===== config.mk =====
export PLATFORM = sky130hd
export DESIGN_NAME = mem_access_stage_flat
export DESIGN_NICKNAME = d
export VERILOG_FILES = /design/src/rtl/mem_pkg.sv /design/src/rtl/mem_access_stage_if.sv /design/src/rtl/mem_access_stage_lane.sv /design/src/rtl/mem_access_stage.sv /design/src/flat_wrapper.sv
export SDC_FILE = /design/constraint.sdc
export NUM_CORES = 1
export LEC_CHECK = 0
export BUFFER_PORTS_ARGS = -buffer_cell sky130_fd_sc_hd__clkbuf_2
export CAP_MARGIN = 20
export CORE_MARGIN = 8
export CORE_UTILIZATION = 47
export DETAILED_ROUTE_END_ITERATION = 6
export PLACE_DENSITY = 0.95
export REMOVE_ABC_BUFFERS = 1
export SYNTH_ARGS = -nofsm -noshare
export SYNTH_HDL_FRONTEND = slang
export SYNTH_SLANG_ARGS = --single-unit
export TNS_END_PERCENT = 1

===== constraint.sdc =====
create_clock -name clk -period 3.94 [get_ports clk]
set_input_delay 0.394 -clock clk [delete_from_list [all_inputs] [get_ports clk]]
set_output_delay 0.394 -clock clk [all_outputs]
set_load 0.05 [all_outputs]

===== src/rtl/mem_pkg.sv =====
// Shared types for the MEM stage: op codes, FSM states
// and small op-classification helpers.
package mem_pkg;

  localparam int MEM_OP_W = 4;

  typedef enum logic [MEM_OP_W-1:0] {
    NONE = 4'd0,
    LB   = 4'd1,
    LBU  = 4'd2,
    LH   = 4'd3,
    LHU  = 4'd4,
    LW   = 4'd5,
    SB   = 4'd6,
    SH   = 4'd7,
    SW   = 4'd8
  } mem_op_e;

  typedef enum logic [1:0] {
    IDLE,
    WAIT_RSP,
    DRAIN
  } state_e;

  function automatic logic is_load(
    input logic [MEM_OP_W-1:0] op
  );
    return op inside {LB, LBU, LH, LHU, LW};
  endfunction

  function automatic logic is_store(
    input logic [MEM_OP_W-1:0] op
  );
    return op inside {SB, SH, SW};
  endfunction

  function automatic logic is_misaligned(
    input logic [MEM_OP_W-1:0] op,
    input logic [1:0]          lo
  );
    return ((op == LH || op == LHU) && lo[0])
        || ((op == LW || op == SW) && lo != 2'b00)
        || (op == SH && lo[0]);
  endfunction

endpackage


===== src/rtl/mem_access_stage_if.sv =====
// Data-memory bus: req/gnt request phase,
// rvalid response phase.
interface mem_access_stage_if #(
  parameter int ADDR_W = 32,
  parameter int DATA_W = 32
);
  logic              dm_req_o;
  logic              dm_we_o;
  logic [ADDR_W-1:0] dm_addr_o;
  logic [3:0]        dm_be_o;
  logic [DATA_W-1:0] dm_wdata_o;
  logic              dm_gnt_i;
  logic              dm_rvalid_i;
  logic [DATA_W-1:0] dm_rdata_i;

  modport master (
    output dm_req_o, dm_we_o, dm_addr_o,
    output dm_be_o, dm_wdata_o,
    input  dm_gnt_i, dm_rvalid_i, dm_rdata_i
  );

  modport slave (
    input  dm_req_o, dm_we_o, dm_addr_o,
    input  dm_be_o, dm_wdata_o,
    output dm_gnt_i, dm_rvalid_i, dm_rdata_i
  );
endinterface


===== src/rtl/mem_access_stage_lane.sv =====
// Byte-lane steering for stores and load data
// extraction with sign/zero extension.
module mem_lane_align
  import mem_pkg::*;
(
  input  logic [MEM_OP_W-1:0] st_op_i,
  input  logic [1:0]          st_off_i,
  input  logic [31:0]         st_data_i,
  output logic [3:0]          be_o,
  output logic [31:0]         wdata_o,
  input  logic [MEM_OP_W-1:0] ld_op_i,
  input  logic [1:0]          ld_off_i,
  input  logic [31:0]         rdata_i,
  output logic [31:0]         ld_data_o
);

  logic [7:0]  ld_b;
  logic [15:0] ld_h;

  assign ld_b = rdata_i[{ld_off_i, 3'b000} +: 8];
  assign ld_h = rdata_i[{ld_off_i[1], 4'b0000} +: 16];

  // store byte enables and lane replication
  always_comb begin
    be_o    = 4'b0000;
    wdata_o = st_data_i;
    unique case (1'b1)
      (st_op_i == SB): begin
        be_o    = 4'b0001 << st_off_i;
        wdata_o = {4{st_data_i[7:0]}};
      end
      (st_op_i == SH): begin
        be_o    = 4'b0011 << st_off_i;
        wdata_o = {2{st_data_i[15:0]}};
      end
      (st_op_i == SW): be_o = 4'b1111;
      is_load(st_op_i): be_o = 4'b1111;
      default: ;
    endcase
  end

  // load extraction and extension
  always_comb begin
    ld_data_o = rdata_i;
    unique case (1'b1)
      (ld_op_i == LB):  ld_data_o = {{24{ld_b[7]}}, ld_b};
      (ld_op_i == LBU): ld_data_o = {24'b0, ld_b};
      (ld_op_i == LH):  ld_data_o = {{16{ld_h[15]}}, ld_h};
      (ld_op_i == LHU): ld_data_o = {16'b0, ld_h};
      default: ;
    endcase
  end

endmodule


===== src/rtl/mem_access_stage.sv =====
// MEM stage: data-memory FSM, stall/flush handling
// and the registered MEM/WB output.
module mem_access_stage
  import mem_pkg::*;
#(
  parameter int ADDR_W = 32,
  parameter int REG_AW = 5,
  parameter int DATA_W = 32
) (
  input  logic                clk,
  input  logic                rst,
  input  logic                ex_valid_i,
  input  logic [MEM_OP_W-1:0] mem_op_i,
  input  logic [ADDR_W-1:0]   mem_addr_i,
  input  logic [DATA_W-1:0]   mem_wdata_i,
  input  logic                write_reg_en_i,
  input  logic [REG_AW-1:0]   write_reg_addr_i,
  input  logic [DATA_W-1:0]   write_reg_data_i,
  input  logic                flush_i,
  output logic                stall_req_o,
  mem_access_stage_if.master  dm,
  output logic                wb_valid_o,
  output logic                write_reg_en_o,
  output logic [REG_AW-1:0]   write_reg_addr_o,
  output logic [DATA_W-1:0]   write_reg_data_o,
  output logic                exc_misalign_o
);

  if (DATA_W != 32) begin : g_dw_chk
    $error("mem_access_stage: DATA_W must be 32");
  end

  state_e              state_q, state_d;
  logic [MEM_OP_W-1:0] ld_op_q, ld_op_d;
  logic [1:0]          ld_off_q, ld_off_d;
  logic                wb_valid_q, wb_valid_d;
  logic                wr_en_q, wr_en_d;
  logic [REG_AW-1:0]   wr_addr_q, wr_addr_d;
  logic [DATA_W-1:0]   wr_data_q, wr_data_d;
  logic                exc_q, exc_d;

  logic                is_mem, mis, go;
  logic                req, stall, complete, wb_load;
  logic [3:0]          be_w;
  logic [DATA_W-1:0]   wdata_w, ld_data;

  assign is_mem = is_load(mem_op_i)
                | is_store(mem_op_i);
  assign mis    = is_misaligned(mem_op_i,
                                mem_addr_i[1:0]);
  assign go     = ex_valid_i & is_mem
                & ~mis & ~flush_i;

  mem_lane_align u_lane (
    .st_op_i   (mem_op_i),
    .st_off_i  (mem_addr_i[1:0]),
    .st_data_i (mem_wdata_i),
    .be_o      (be_w),
    .wdata_o   (wdata_w),
    .ld_op_i   (ld_op_q),
    .ld_off_i  (ld_off_q),
    .rdata_i   (dm.dm_rdata_i),
    .ld_data_o (ld_data)
  );

  // bus FSM: request, wait for response, drain
  always_comb begin
    state_d  = state_q;
    ld_op_d  = ld_op_q;
    ld_off_d = ld_off_q;
    req      = 1'b0;
    stall    = 1'b0;
    complete = 1'b0;
    unique case (state_q)
      IDLE: begin
        req = go;
        if (go && dm.dm_gnt_i) begin
          if (is_store(mem_op_i)) begin
            complete = 1'b1;
          end else begin
            state_d  = WAIT_RSP;
            ld_op_d  = mem_op_i;
            ld_off_d = mem_addr_i[1:0];
          end
        end
        stall = go & ~complete;
      end
      WAIT_RSP: begin
        if (dm.dm_rvalid_i) begin
          complete = 1'b1;
          state_d  = IDLE;
        end else if (flush_i) begin
          state_d = DRAIN;
        end
        stall = go & ~complete;
      end
      DRAIN: begin
        if (dm.dm_rvalid_i) state_d = IDLE;
        stall = ex_valid_i & is_mem;
      end
      default: state_d = IDLE;
    endcase
  end

  assign wb_load = ex_valid_i & ~stall & ~flush_i;

  // next MEM/WB contents
  always_comb begin
    wb_valid_d = wb_load;
    wr_en_d    = wb_load & write_reg_en_i & ~mis;
    exc_d      = wb_load & mis;
    wr_addr_d  = wr_addr_q;
    wr_data_d  = wr_data_q;
    if (wb_load) begin
      wr_addr_d = write_reg_addr_i;
      wr_data_d = is_load(mem_op_i) ? ld_data
                                    : write_reg_data_i;
    end
  end

  // state and MEM/WB registers
  always_ff @(posedge clk or negedge rst) begin
    if (!rst) begin
      state_q    <= IDLE;
      ld_op_q    <= '0;
      ld_off_q   <= '0;
      wb_valid_q <= 1'b0;
      wr_en_q    <= 1'b0;
      wr_addr_q  <= '0;
      wr_data_q  <= '0;
      exc_q      <= 1'b0;
    end else begin
      state_q    <= state_d;
      ld_op_q    <= ld_op_d;
      ld_off_q   <= ld_off_d;
      wb_valid_q <= wb_valid_d;
      wr_en_q    <= wr_en_d;
      wr_addr_q  <= wr_addr_d;
      wr_data_q  <= wr_data_d;
      exc_q      <= exc_d;
    end
  end

  assign stall_req_o   = rst & stall;
  assign dm.dm_req_o   = rst & req;
  assign dm.dm_we_o    = rst & is_store(mem_op_i);
  assign dm.dm_addr_o  = rst ? {mem_addr_i[ADDR_W-1:2], 2'b00}
                             : '0;
  assign dm.dm_be_o    = rst ? be_w : 4'b0000;
  assign dm.dm_wdata_o = rst ? wdata_w : '0;

  assign wb_valid_o       = wb_valid_q;
  assign write_reg_en_o   = wr_en_q;
  assign write_reg_addr_o = wr_addr_q;
  assign write_reg_data_o = wr_data_q;
  assign exc_misalign_o   = exc_q;

endmodule


===== src/flat_wrapper.sv =====
// flat-port wrapper written by rule: the top's interface ports become plain ports
module mem_access_stage_flat import mem_pkg::*;
#(
  parameter int ADDR_W = 32,
  parameter int REG_AW = 5,
  parameter int DATA_W = 32
)
  (clk, rst, ex_valid_i, mem_op_i, mem_addr_i, mem_wdata_i, write_reg_en_i, write_reg_addr_i, write_reg_data_i, flush_i, stall_req_o, wb_valid_o, write_reg_en_o, write_reg_addr_o, write_reg_data_o, exc_misalign_o, dm_dm_req_o, dm_dm_we_o, dm_dm_addr_o, dm_dm_be_o, dm_dm_wdata_o, dm_dm_gnt_i, dm_dm_rvalid_i, dm_dm_rdata_i);
  mem_access_stage_if #(.ADDR_W(ADDR_W), .DATA_W(DATA_W)) dm_i ();
  input  logic clk;
  input  logic rst;
  input  logic ex_valid_i;
  input  logic [MEM_OP_W-1:0] mem_op_i;
  input  logic [ADDR_W-1:0] mem_addr_i;
  input  logic [DATA_W-1:0] mem_wdata_i;
  input  logic write_reg_en_i;
  input  logic [REG_AW-1:0] write_reg_addr_i;
  input  logic [DATA_W-1:0] write_reg_data_i;
  input  logic flush_i;
  output logic stall_req_o;
  output logic wb_valid_o;
  output logic write_reg_en_o;
  output logic [REG_AW-1:0] write_reg_addr_o;
  output logic [DATA_W-1:0] write_reg_data_o;
  output logic exc_misalign_o;
  output wire logic [$bits(dm_i.dm_req_o)-1:0] dm_dm_req_o;
  output wire logic [$bits(dm_i.dm_we_o)-1:0] dm_dm_we_o;
  output wire logic [$bits(dm_i.dm_addr_o)-1:0] dm_dm_addr_o;
  output wire logic [$bits(dm_i.dm_be_o)-1:0] dm_dm_be_o;
  output wire logic [$bits(dm_i.dm_wdata_o)-1:0] dm_dm_wdata_o;
  input wire logic [$bits(dm_i.dm_gnt_i)-1:0] dm_dm_gnt_i;
  input wire logic [$bits(dm_i.dm_rvalid_i)-1:0] dm_dm_rvalid_i;
  input wire logic [$bits(dm_i.dm_rdata_i)-1:0] dm_dm_rdata_i;
  assign dm_dm_req_o = dm_i.dm_req_o;
  assign dm_dm_we_o = dm_i.dm_we_o;
  assign dm_dm_addr_o = dm_i.dm_addr_o;
  assign dm_dm_be_o = dm_i.dm_be_o;
  assign dm_dm_wdata_o = dm_i.dm_wdata_o;
  assign dm_i.dm_gnt_i = dm_dm_gnt_i;
  assign dm_i.dm_rvalid_i = dm_dm_rvalid_i;
  assign dm_i.dm_rdata_i = dm_dm_rdata_i;
  mem_access_stage #(.ADDR_W(ADDR_W), .REG_AW(REG_AW), .DATA_W(DATA_W)) u_core (.clk(clk), .rst(rst), .ex_valid_i(ex_valid_i), .mem_op_i(mem_op_i), .mem_addr_i(mem_addr_i), .mem_wdata_i(mem_wdata_i), .write_reg_en_i(write_reg_en_i), .write_reg_addr_i(write_reg_addr_i), .write_reg_data_i(write_reg_data_i), .flush_i(flush_i), .stall_req_o(stall_req_o), .dm(dm_i), .wb_valid_o(wb_valid_o), .write_reg_en_o(write_reg_en_o), .write_reg_addr_o(write_reg_addr_o), .write_reg_data_o(write_reg_data_o), .exc_misalign_o(exc_misalign_o));
endmodule

==> results of run 1 <==
==> placed cells by master (no fill, tap or decap), drive strengths merged, types with 9 or more instances in the layout <==
| master | synthesis | final |
|---|---|---|
| clkbuf | 20 | 259 |
| nand2 | 63 | 63 |
| dfrtp | 48 | 48 |
| mux2 | 44 | 44 |
| and2 | 39 | 39 |
| nor2 | 29 | 29 |
| a21oi | 20 | 20 |
| mux2i | 16 | 16 |
| a21boi | 16 | 16 |
| a221o | 16 | 16 |
| o21ai | 13 | 13 |
| nand2b | 9 | 9 |
| buf | 23 | 9 |
==> power by group <==
group          switching, mW  internal, mW
sequential             0.146         0.624
combinational           1.02         0.490
clock                  0.164         0.144
==> per-stage QoR <==
step | cells | power [mW] | area, µm² | setup slack (ns)
3_5_place_dp | 783 | 2.278 | 5299 | 1.214
6_report | 793 | 2.589 | 5428 | 1.222
4_1_cts | 791 | 2.586 | 5389 | 1.186
2_1_floorplan | 417 | 1.833 | 3850 | 0.7759
5_1_grt | 793 | 2.723 | 5428 | 1.047
3_3_place_gp | 783 | 2.217 | 5299 | 1.343
==> layout make-up <==
| cell class | count | area [µm²] |
|---|---|---|
| Sequential cell | 48 | 1201 |
| Fill cell | 720 | 3123 |
| Tap cell | 108 | 135.1 |
| Multi-Input combinational cell | 365 | 2639 |
| Clock buffer | 8 | 90.09 |
| Inverter | 4 | 15.01 |
| Timing Repair Buffer | 260 | 1348 |
==> flip-flops by register name, indices dropped and copies added, names as in the netlist <==
name,cells
u_core.wb_valid_o,1
u_core.state_q,2
u_core.write_reg_addr_o,5
u_core.ld_off_q,2
u_core.write_reg_data_o,32
u_core.ld_op_q,4
u_core.exc_misalign_o,1
u_core.write_reg_en_o,1
==> Yosys cell counts (3+ instances only) <==
| cell | instances | share of area (%) |
|---|---|---|
| a211oi_1 | 8 | 1.5 |
| a21boi_0 | 16 | 2.9 |
| a21o_1 | 7 | 1.3 |
| a21oi_1 | 20 | 2.5 |
| a221o_1 | 16 | 3.9 |
| a2bb2oi_1 | 8 | 1.7 |
| and2_1 | 39 | 6.0 |
| buf_2 | 10 | 1.2 |
| buf_4 | 7 | 1.3 |
| buf_6 | 4 | 1.1 |
| clkbuf_1 | 20 | 1.8 |
| dfrtp_1 | 48 | 29 |
| inv_1 | 4 | 0.37 |
| mux2_1 | 3 | 0.83 |
| mux2_2 | 37 | 10 |
| mux2_4 | 4 | 1.5 |
| mux2i_1 | 16 | 3.9 |
| nand2_1 | 63 | 5.8 |
| nand2b_1 | 9 | 1.4 |
| nand3_1 | 4 | 0.49 |
| nor2_1 | 29 | 2.7 |
| nor2b_1 | 6 | 0.92 |
| o211a_1 | 8 | 2.0 |
| o211ai_1 | 6 | 1.1 |
| o21a_1 | 4 | 0.74 |
| o21ai_0 | 13 | 1.6 |
| o31ai_1 | 8 | 1.5 |
==> worst max-delay path: cells and delay by family <==
kind | cells | cell delay (ns)
buffers and inverters | 2 | 0.54
and+or+nand+nor | 4 | 1.22
AOI/OAI and AO/OA | 1 | 0.17
==> layer usage <==
metal  GRT usage (%)  share of wire, %
met1           25.79                37
met3           4.610               8.3
met2           40.42                51
met4           9.286               2.9
met5               0                 0
==> worst min-delay path by stage <==
stage,start,endpoint,slack [ns],depth (start not counted)
2_1_floorplan,rst,u_core.exc_misalign_o$_DFF_PN0_,0.1,0
3_3_place_gp,u_core.write_reg_addr_o[2]$_DFFE_PN0P_,u_core.write_reg_addr_o[2]$_DFFE_PN0P_,0.47,1
3_5_place_dp,u_core.write_reg_addr_o[1]$_DFFE_PN0P_,u_core.write_reg_addr_o[1]$_DFFE_PN0P_,0.48,1
4_1_cts,dm_dm_rvalid_i,u_core.state_q[1]$_DFFE_PN0P_,0.27,2
5_1_grt,rst,u_core.write_reg_data_o[20]$_DFFE_PN0P_,0.02,1
6_report,rst,u_core.write_reg_data_o[17]$_DFFE_PN0P_,0.01,1
==> logic make-up (layout without fill, tap and decap cells) <==
group / count (synthesis) / count (layout)
and+or+nand+nor: 171 / 171
AOI/OAI and AO/OA: 129 / 129
muxes: 61 / 61
DFF: 48 / 48
buffers and inverters: 47 / 272
xor gates and xnor gates: 2 / 2
other: 1 / 2
==> summary.md, run 1 <==
| Metric | Value |
|---|---|
| Initial antenna violation count | 0 |
| Crit Reg-Reg Endpoint | u_core.write_reg_data_o[3]$_DFFE_PN0P_ |
| I/O Pins | roughly 260 |
| Total GRT Usage | 22.68% |
| Gr ovfl total | 0 |
| Vias in the first global route | about 4500 |
| Hold crit path type | input pin to async pin |
| Clock Sinks | 48 |
| Setup_tns | 0 ns |
| Vias per inst | about 5.7 |
| Slew HR | between 30% and 40% |
| Netlist Area Pre-Place | between 0.004 and 0.005 mm² |
| Routed vias | 4500 |
| Crit-path cells | clkbuf_2, nor2b_1, nand2_1, nor2_1, nand2_1, a21boi_0, clkbuf_2 |
| Worst path required time | roughly 3.6 ns |
| Crit. Startpoint | mem_op_i[1] |
| Die height | 109.1 µm |
| Worst setup EP type | output pin |
| Port Buffers | 252 |
| Die ar. | about 0.012 mm² |
| CP max FO | 18 |
| Later-pin clock latency in the skew report | 0.30 ns |
| Synth Flop Type | dfrtp_1 |
| Largest net degree at the start of global routing | between 100 and 150 |
| Synthesized-area fraction occupied by adder cells | 0% |
| TritonCTS buffer count | 5 |
| Post-layout minimum cycle time | 2.718 ns |
| TritonCTS clock tree | done |
| Post-Route WL | 14500 µm |
| P_leak | 2.807 nW |
| Critical R2R Launch | u_core.ld_off_q[1]$_DFFE_PN0P_ |
| Post-synth cell types | 60 |
| Simple-gate portion of the synthesized area | 22.01% |
| Worst-Margin Slew | 0.9771 ns |
| Async S/R FF share, synth | 100.0% |
| Critical path arrival | 2.32 ns |
| Post-CTS sizing | 0 |
| Crit path to | dm_dm_wdata_o[12] |
| Worst Setup Start Kind | input pin |
| Core ar. | around 0.0086 mm² |
| Post-synthesis xor/xnor area fraction | 0.4297% |
| Clock Tree Root | clkbuf_8 |
| Register area share after synthesis | 29.47% |
| RePlAce Congestion | around 0.84 |
| Slowest cell on the critical path | nor2_1 |
| DR iter-0 viols | 270 |
| Slew Viols, Final | 0 |
| H-tree levels | 2 |
| CP peak stage delay | roughly 0.56 ns |
| DRC | 0 |
| Synth Area in Compound Gates | approximately a quarter |
| Reg2Reg Depth | 5 |
| Fin util | 63.48% |
| Pre-antenna DRT Iters | 5 |
| VDD IR max | 220.3 µV |
| Layout area overhead | 33.15% |
| Number of core rows | 34 |
| Layout cells sized above 1 | 46.86% |
| Status | finished, final reports clean |
| Post-synth EDFFs | 0 |
| Clock skew | roughly 0.014 ns |
| Register bit total from synthesis | 48 |
| Yosys warns | 0 |
| # setup viols final | 0 |
| Cells after synthesis | 459 |
| Fmax achieved | 0.3679 GHz |
| Fin crit share | 69.00% |
| Max Cap Violations | 0 |
| Max clock buf depth | 2 |
| Hold buffers post-CTS | 0 |
| CTS clk-pin slew, worst paths | 0.10 ns |
| Initial Utilization | 47.67% |
| P per Cell Area | 477.0 mW/mm² |
| CP Class | input pin to output pin |
| Post-CTS Setup Inserts | 0 |
| Syn_area_per_cell | 8.881 µm² |
| Hold WS | 0.01224 ns |
| RSZ-0062 raised after global routing | no |
| First-pass GRT wire length | 21980 µm |
| WL/cell | 18.28 µm |
| Hpwl dp | 11230 µm |
| Fin. Hold Viols | 0 |
| Ant diodes | 0 |
| Largest family of logic cells by synthesized area | compound AO/OA/AOI/OAI gates |
| Post-synthesis mux area share | 17.00% |
| R2r setup slk | 1.25 ns |
| ANT nets after route | 0 |
| Die X-Extent | 109.1 µm |
| Nets@finish | 828 |
Note: power is estimated with default switching activity, not from simulation.
==> run 2: changes to the inputs <==
--- a/config.mk
+++ b/config.mk
@@ -5,12 +5,13 @@
 export SDC_FILE = /design/constraint.sdc
 export NUM_CORES = 1
 export LEC_CHECK = 0
+export ABC_AREA = 1
 export BUFFER_PORTS_ARGS = -buffer_cell sky130_fd_sc_hd__clkbuf_2
 export CAP_MARGIN = 20
 export CORE_MARGIN = 8
-export CORE_UTILIZATION = 47
+export CORE_UTILIZATION = 44
 export DETAILED_ROUTE_END_ITERATION = 6
-export PLACE_DENSITY = 0.95
+export PLACE_DENSITY = 0.92
 export REMOVE_ABC_BUFFERS = 1
 export SYNTH_ARGS = -nofsm -noshare
 export SYNTH_HDL_FRONTEND = slang
==> constraint.sdc (replaced) <==
create_clock -name clk -period 2.57 [get_ports clk]
set_input_delay 0.257 -clock clk [delete_from_list [all_inputs] [get_ports clk]]
set_output_delay 0.257 -clock clk [all_outputs]
set_load 0.05 [all_outputs]
==> run 2 against run 1 <==
Net effect:
- total power increased by 41%
- first-iteration DRC count increased to 2.6 times the previous value
- count of clock-buffer cells in the layout decreased by 3
- clock skew decreased by 0.0081 ns
- clock power increased by 85%
- via count increased by 22%
- core utilization decreased by 2.4 points
- highest routed layer unchanged
- die area increased by 7.3%
- critical endpoint is now dm_dm_req_o
- sequential power increased by 29%
==> summary.md, run 2 <==
| Metric | Value |
|---|---|
| RePlAce Congestion | 0.9573 (+15%) |
| WL/cell | 15.33 µm (-16%) |
| H-tree levels | 2 (unchanged) |
| Largest net degree at the start of global routing | 50 (-58%) |
| Port Buffers | 252 (unchanged) |
| P_leak | 3.572 nW (+27%) |
| Slew Viols, Final | 0 (unchanged) |
| Fmax achieved | 0.4248 GHz |
| Netlist Area Pre-Place | 0.004143 mm² (+1.6%) |
| I/O Pins | 255 (unchanged) |
| Hold path endpoint | u_core.write_reg_en_o$_DFF_PN0_ |
| Hold crit path type | input pin to flip-flop |
| P per Cell Area | 648.8 mW/mm² (+36%) |
| Reg2Reg Depth | 9 (+4) |
| Busiest grt layer | met2 |
| Later-pin clock latency in the skew report | 0.31 ns (about the same) |
| Initial Utilization | 45.05% (-2.6 points) |
| Global routing usage on met2 | 39.60% (-0.82 points) |
| Clock skew | 0.005904 ns (-0.008113 ns) |
| Core ar. | 0.009196 mm² (+7.6%) |
| Fillers | 916 (+27%) |
| TritonCTS buffer count | 5 (unchanged) |
| Synth area leader | dfrtp_1 |
| Vias per inst | 5.166 (-9.0%) |
| Post-synth top cells | nand2_1 (242), inv_1 (96), nor2_1 (94) |
| Post-synth cell types | 25 (-58%) |
| Post-layout minimum cycle time | 2.354 ns |
| Clock Tree Root | clkbuf_8 |
| Critical path arrival | 2.10 ns (-0.22 ns) |
| Synth Flop Type | dfrtp_1 |
| # setup viols final | 0 (unchanged) |
| Total GRT Usage | 24.52% (+1.8 points) |
| Reg area | 0.001201 mm² (unchanged) |
| Yosys warns | 0 (unchanged) |
| Synth top area share | 28.99% (-0.47 points) |
| Fin. Hold Viols | 0 (unchanged) |
| Leading cell types in the layout, fill and taps excluded | clkbuf_2 (249), nand2_1 (242), inv_1 (96) |
| Layout area overhead | 35.61% |
| Hold Startpoint | write_reg_en_i |
| Crit Reg-Reg Endpoint | u_core.write_reg_data_o[28]$_DFFE_PN0P_ |
| Worst-Margin Slew | 0.5283 ns (-0.4488 ns) |
| Syn_area_per_cell | 5.786 µm² (-35%) |
| Most frequent cell after synthesis | nand2_1 |
| WHS Path Cells | 3 |
| Post-Route WL | 16230 µm (+12%) |
| Number of core rows | 35 (+2.9%) |
| Worst path required time | 2.31 ns (-1.24 ns) |
| Cells after synthesis | 716 (+56%) |
| Setup_tns | 0 ns (unchanged) |
| Ant diodes | 0 (unchanged) |
| Register area share after synthesis | 28.99% (-0.47 points) |
| Commonest non-fill, non-tap cell in the layout | clkbuf_2 |
| Die height | 113.0 µm (+3.6%) |
| Max clock buf depth | 2 (unchanged) |
| Worst Setup Start Kind | input pin |
| RSZ-0062 raised after global routing | no |
| Die X-Extent | 113.0 µm (+3.6%) |
| Crit-path cells | dlygate4sd3_1, buf_4, inv_1, nor4_1, buf_12 |
| Routing usage on met1 | 31.72% (+5.9 points) |
| TritonCTS clock tree | done |
| Layout cells sized above 1 | 30.91% (-16 points) |
| Critical R2R Launch | u_core.ld_op_q[2]$_DFFE_PN0P_ |
| Vias in the first global route | 5030 (+11%) |
| First-pass GRT wire length | 25970 µm (+18%) |
| Clock Sinks | 48 (unchanged) |
| Routed vias | 5471 (+22%) |
| Register bit total from synthesis | 48 (unchanged) |
| Crit. Startpoint | rst |
| Hold WS | 0.1547 ns (+0.1425 ns) |
| Slew HR | 64.46% (+31 points) |
| Status | finished, final reports clean |
| Post-synth EDFFs | 0 (unchanged) |
| Met3 usage | 5.378% (+0.77 points) |
| R2r setup slk | 0.61 ns (-0.64 ns) |
| Slowest cell on the critical path | nor4_1 |
| Max Cap Violations | 0 (unchanged) |
| CP Class | input pin to output pin |
| Delay-heaviest family, CP | buffers and inverters |
| CP Buf/Inv Count | 4 (+2) |
| Async S/R FF share, synth | 100.0% (unchanged) |
| Post-CTS sizing | 0 (unchanged) |
| Gr ovfl total | 0 (unchanged) |
| Initial antenna violation count | 0 (unchanged) |
| Die ar. | 0.01278 mm² (+7.3%) |
| Worst setup EP type | output pin |
| CP max FO | 28 (+10) |
| CTS clk-pin slew, worst paths | 0.09 ns (about the same) |
| Max FFs per register | 32 (unchanged) |
| ANT nets after route | 0 (unchanged) |
| Hpwl dp | 13030 µm (+16%) |
| DRC | 0 (unchanged) |
| CP peak stage delay | 0.54 ns (-0.02 ns) |
| DR iter-0 viols | 699 (+160%) |
| VDD IR max | 312.1 µV (+42%) |
| Nets@finish | 1091 (+32%) |
| Top post-synthesis cells by area | dfrtp_1 (29%), nand2_1 (22%), inv_1 (8.7%) |
| Pre-antenna DRT Iters | 5 (unchanged) |
| Area of the multi-input gates | 0.002342 mm² (-11%) |
| Fin crit share | 91.61% |
[run 2: power breakdown]
group / switching (mW) / internal [mW] / total, mW
logic: 1.52 / 0.565 / 2.08
registers: 0.0971 / 0.894 / 0.991
clock network: 0.275 / 0.293 / 0.568
[run 2: what timing repair did]
action                    CTS  global route
hold buffers                1             0
hold endpoints to repair    9             0
buffers inserted            0             0
[run 2: metrics by stage]
step | std cells | power (mW) | setup slack, ns | util [%] | area, µm²
finish | 1059 | 3.645 | 0.2157 | 61.09 | 5618
global route | 1059 | 3.897 | 0.1451 | 61.09 | 5618
CTS | 1059 | 3.652 | 0.2277 | 61.09 | 5618
detailed placement | 1050 | 3.076 | 0.5974 | 59.73 | 5493
global placement | 1050 | 3.048 | 0.6753 | 59.73 | 5493
floorplan | 673 | 2.448 | -0.9357 | - | 3928
[run 2: tightest hold or removal path, cell delays in order]
cell,delay [ns]
clkbuf_2,0.08
nand2_1,0.05
nor2_1,0.04
[run 2: kinds of logic (layout without fill, tap and decap cells)]
family | after synthesis | after routing | synth area share, %
AO/OA/AOI/OAI | 107 | 107 | 14.53
buffers and inverters | 147 | 378 | 14.62
flip-flops | 48 | 48 | 28.99
other | 1 | 2 | 0.09052
AND/OR/NAND/NOR | 413 | 413 | 41.77
[run 2: worst max path at each step]
stage	end	slack, ns	cells after the start
floorplan	stall_req_o	-0.94	7
global placement	dm_dm_req_o	0.68	11
detailed placement	stall_req_o	0.60	13
CTS	dm_dm_req_o	0.23	5
global route	dm_dm_req_o	0.15	5
finish	dm_dm_req_o	0.22	5
[run 2: per-layer routing]
metal	up-vias	part of all wire (%)
met5	-	0
met4	0	2.6
met3	29	8.5
met2	259	47
met1	2455	42
li1	2728	-
[run 2: area by class of cell]
cell class / count / area share [%]
clock buffer: 5 / 1.225
tap: 111 / 2.472
multi-input combinational: 522 / 41.69
inverter: 103 / 6.882
timing repair buffer: 267 / 25.52
sequential: 48 / 21.38
clock inverter: 3 / 0.8241
==> run 3: changes to the inputs <==
--- a/config.mk
+++ b/config.mk
@@ -8,8 +8,10 @@
 export ABC_AREA = 1
 export BUFFER_PORTS_ARGS = -buffer_cell sky130_fd_sc_hd__clkbuf_2
 export CAP_MARGIN = 20
+export CELL_PAD_IN_SITES_DETAIL_PLACEMENT = 1
+export CELL_PAD_IN_SITES_GLOBAL_PLACEMENT = 1
 export CORE_MARGIN = 8
-export CORE_UTILIZATION = 44
+export CORE_UTILIZATION = 28
 export DETAILED_ROUTE_END_ITERATION = 6
 export PLACE_DENSITY = 0.92
 export REMOVE_ABC_BUFFERS = 1
==> run 3 against run 2 <==
Net effect:
- sequential share of layout area decreased by 0.45 points
- via count decreased by 0.90%
- total power increased by 4.3%
- clock power increased by 20%
- sequential cell count unchanged
- global-route usage decreased by 5.4 points
- sequential power increased by 0.4%
- clock skew decreased by 0.0018 ns
- combinational power increased by 2%
- largest power group unchanged
- routed wire length increased by 14%
- largest cell class unchanged
- cell count increased by 6.9%
- count of clock-buffer cells in the layout increased by 2
==> summary.md, run 3 (synthesized netlist as in run 2, its figures left out) <==
| Metric | Value |
|---|---|
| Clock Sinks | 48 (unchanged) |
| Max Cap Violations | 0 (unchanged) |
| DR iter-0 viols | 225 (-68%) |
| Routed vias | 5422 (-0.90%) |
| Final non-filler cell total | 1132 (+6.9%) |
| Vias in the first global route | 5537 (+10%) |
| Largest net degree at the start of global routing | 51 (+2.0%) |
| VDD IR max | 328.3 µV (+5.2%) |
| Pre-CTS WS | 0.3111 ns (-0.2863 ns) |
| P per Cell Area | 662.2 mW/mm² (+2.1%) |
| I/O Pins | 255 (unchanged) |
| H-tree levels | 2 (unchanged) |
| Max clock buf depth | 2 (unchanged) |
| Clock skew | 0.004088 ns (-0.001816 ns) |
| Status | finished, final reports clean |
| Fin worst setup slack | 0.3021 ns (+0.08641 ns) |
| Leading cell types in the layout, fill and taps excluded | clkbuf_2 (249), nand2_1 (242), inv_1 (96) |
| P_leak | 3.583 nW (+0.30%) |
| Initial Utilization | 28.61% (-16 points) |
| Routing usage on met1 | 23.39% (-8.3 points) |
| Nets@finish | 1090 (-0.092%) |
| Setup_tns | 0 ns (unchanged) |
| ANT nets after route | 0 (unchanged) |
| Initial antenna violation count | 1 (+1) |
| DRC | 0 (unchanged) |
| Gr ovfl total | 0 (unchanged) |
| CTS clk-pin slew, worst paths | 0.07 ns (-0.02 ns) |
| Core ar. | 0.01448 mm² (+57%) |
| Post-CTS Setup Inserts | 0 (unchanged) |
| # setup viols final | 0 (unchanged) |
| Port Buffers | 252 (unchanged) |
| Total GRT Usage | 19.14% (-5.4 points) |
| Number of core rows | 44 (+26%) |
| TritonCTS clock tree | done |
| Clock Tree Root | clkbuf_16 |
| Layout area overhead | 38.54% |
| Worst path required time | 2.31 ns (about the same) |
| Global routing usage on met2 | 32.88% (-6.7 points) |
| Worst-Margin Slew | 0.6475 ns (+0.1192 ns) |
| Worst setup EP type | output pin |
| Critical path arrival | 2.01 ns (-0.09 ns) |
| Placed insts | 1122 (+6.9%) |
| Commonest non-fill, non-tap cell in the layout | clkbuf_2 |
| Later-pin clock latency in the skew report | 0.29 ns (-0.02 ns) |
| Met3 usage | 4.158% (-1.2 points) |
| Die ar. | 0.01894 mm² (+48%) |
| Vias per inst | 4.790 (-7.3%) |
| RSZ-0062 raised after global routing | no |
| First-pass GRT wire length | 28920 µm (+11%) |
| Post-layout minimum cycle time | 2.268 ns (-0.08641 ns) |
| Fin crit share | 88.24% (-3.4 points) |
| Post-Route WL | 18500 µm (+14%) |
| RePlAce Congestion | 0.8840 (-7.7%) |
| Fmax achieved | 0.4409 GHz (+3.8%) |
| Hpwl dp | 15080 µm (+16%) |
| Busiest grt layer | met2 |
| CP max FO | 13 (-54%) |
| Pre-antenna DRT Iters | 4 (-1) |
| WL/cell | 16.34 µm (+6.6%) |
| CP Class | input pin to output pin |
| Slew HR | 56.44% (-8.0 points) |
| Slew Viols, Final | 0 (unchanged) |
| Worst Setup Start Kind | input pin |
| Die X-Extent | 137.6 µm (+22%) |
| Layout cells sized above 1 | 30.73% (-0.18 points) |
| Fin. Hold Viols | 0 (unchanged) |
| Max FFs per register | 32 (unchanged) |
| TritonCTS buffer count | 5 (unchanged) |
| Fillers | 2069 (+130%) |
| Die height | 137.6 µm (+22%) |
| Hold crit path type | input pin to flip-flop |
[run 3: final timing paths]
| kind | start | end | slack, ns | cells past startpoint |
|---|---|---|---|---|
| min in group asynchronous | rst | u_core.ld_op_q[2]$_DFFE_PN0P_ | 0.35 | 2 |
| min reg2reg | u_core.write_reg_data_o[21]$_DFFE_PN0P_ | u_core.write_reg_data_o[21]$_DFFE_PN0P_ | 0.47 | 2 |
| min | write_reg_en_i | u_core.write_reg_en_o$_DFF_PN0_ | 0.17 | 3 |
| max reg2reg | u_core.ld_op_q[2]$_DFFE_PN0P_ | u_core.write_reg_data_o[26]$_DFFE_PN0P_ | 0.47 | 9 |
| max in group asynchronous | rst | u_core.write_reg_data_o[1]$_DFFE_PN0P_ | 1.42 | 3 |
| max | rst | dm_dm_req_o | 0.30 | 5 |
[run 3: worst max-delay path, stage by stage]
cell	delay, ns
dlygate4sd3_1	0.53
buf_4	0.22
inv_1	0.16
nor4_1	0.62
buf_12	0.22
[run 3: per-layer routing]
layer | up-vias | routed length [µm]
met4 | 2 | 412
met1 | 2508 | 7711
met3 | 30 | 1247
met2 | 151 | 9115
met5 | - | 10
li1 | 2731 | -
[run 3: metrics by stage]
step / util (%) / power, mW / hold WS, ns / instance area, µm²
after global routing: 39.62 / 4.068 / 0.2026 / 5737
after detailed placement: 38.52 / 3.131 / 0.1178 / 5577
after floorplan: - / 2.448 / -0.03859 / 3928
after CTS: 39.62 / 3.829 / 0.1699 / 5737
after global placement: 38.52 / 3.087 / 0.1114 / 5577
final: 39.64 / 3.800 / 0.1734 / 5739
[run 3: final cells by class]
class | count | area, µm² | share of cell area [%]
Timing Repair Buffer | 266 | 1426 | 24.85
Sequential cell | 48 | 1201 | 20.93
Clock inverter | 1 | 7.507 | 0.1308
Tap cell | 184 | 230.2 | 4.011
Multi-Input combinational cell | 522 | 2342 | 40.81
Clock buffer | 7 | 142.6 | 2.485
Inverter | 103 | 386.6 | 6.736
Antenna cell | 1 | 2.502 | 0.04360
[run 3: report_power, final]
group	leakage [nW]	internal (mW)	total, mW	switching (mW)
combinational	2.91	0.564	2.12	1.56
sequential	0.604	0.896	0.995	0.0998
clock	0.0701	0.388	0.680	0.292
total	3.58	1.85	3.80	1.95
[run 3: what timing repair did]
| action | 4_1_cts | 5_1_grt |
|---|---|---|
| endpoints found under the hold margin | 7 | 0 |
| hold buffers | 1 | 0 |
| setup endpoints to repair | 0 | 0 |
| resized for setup | 0 | 0 |
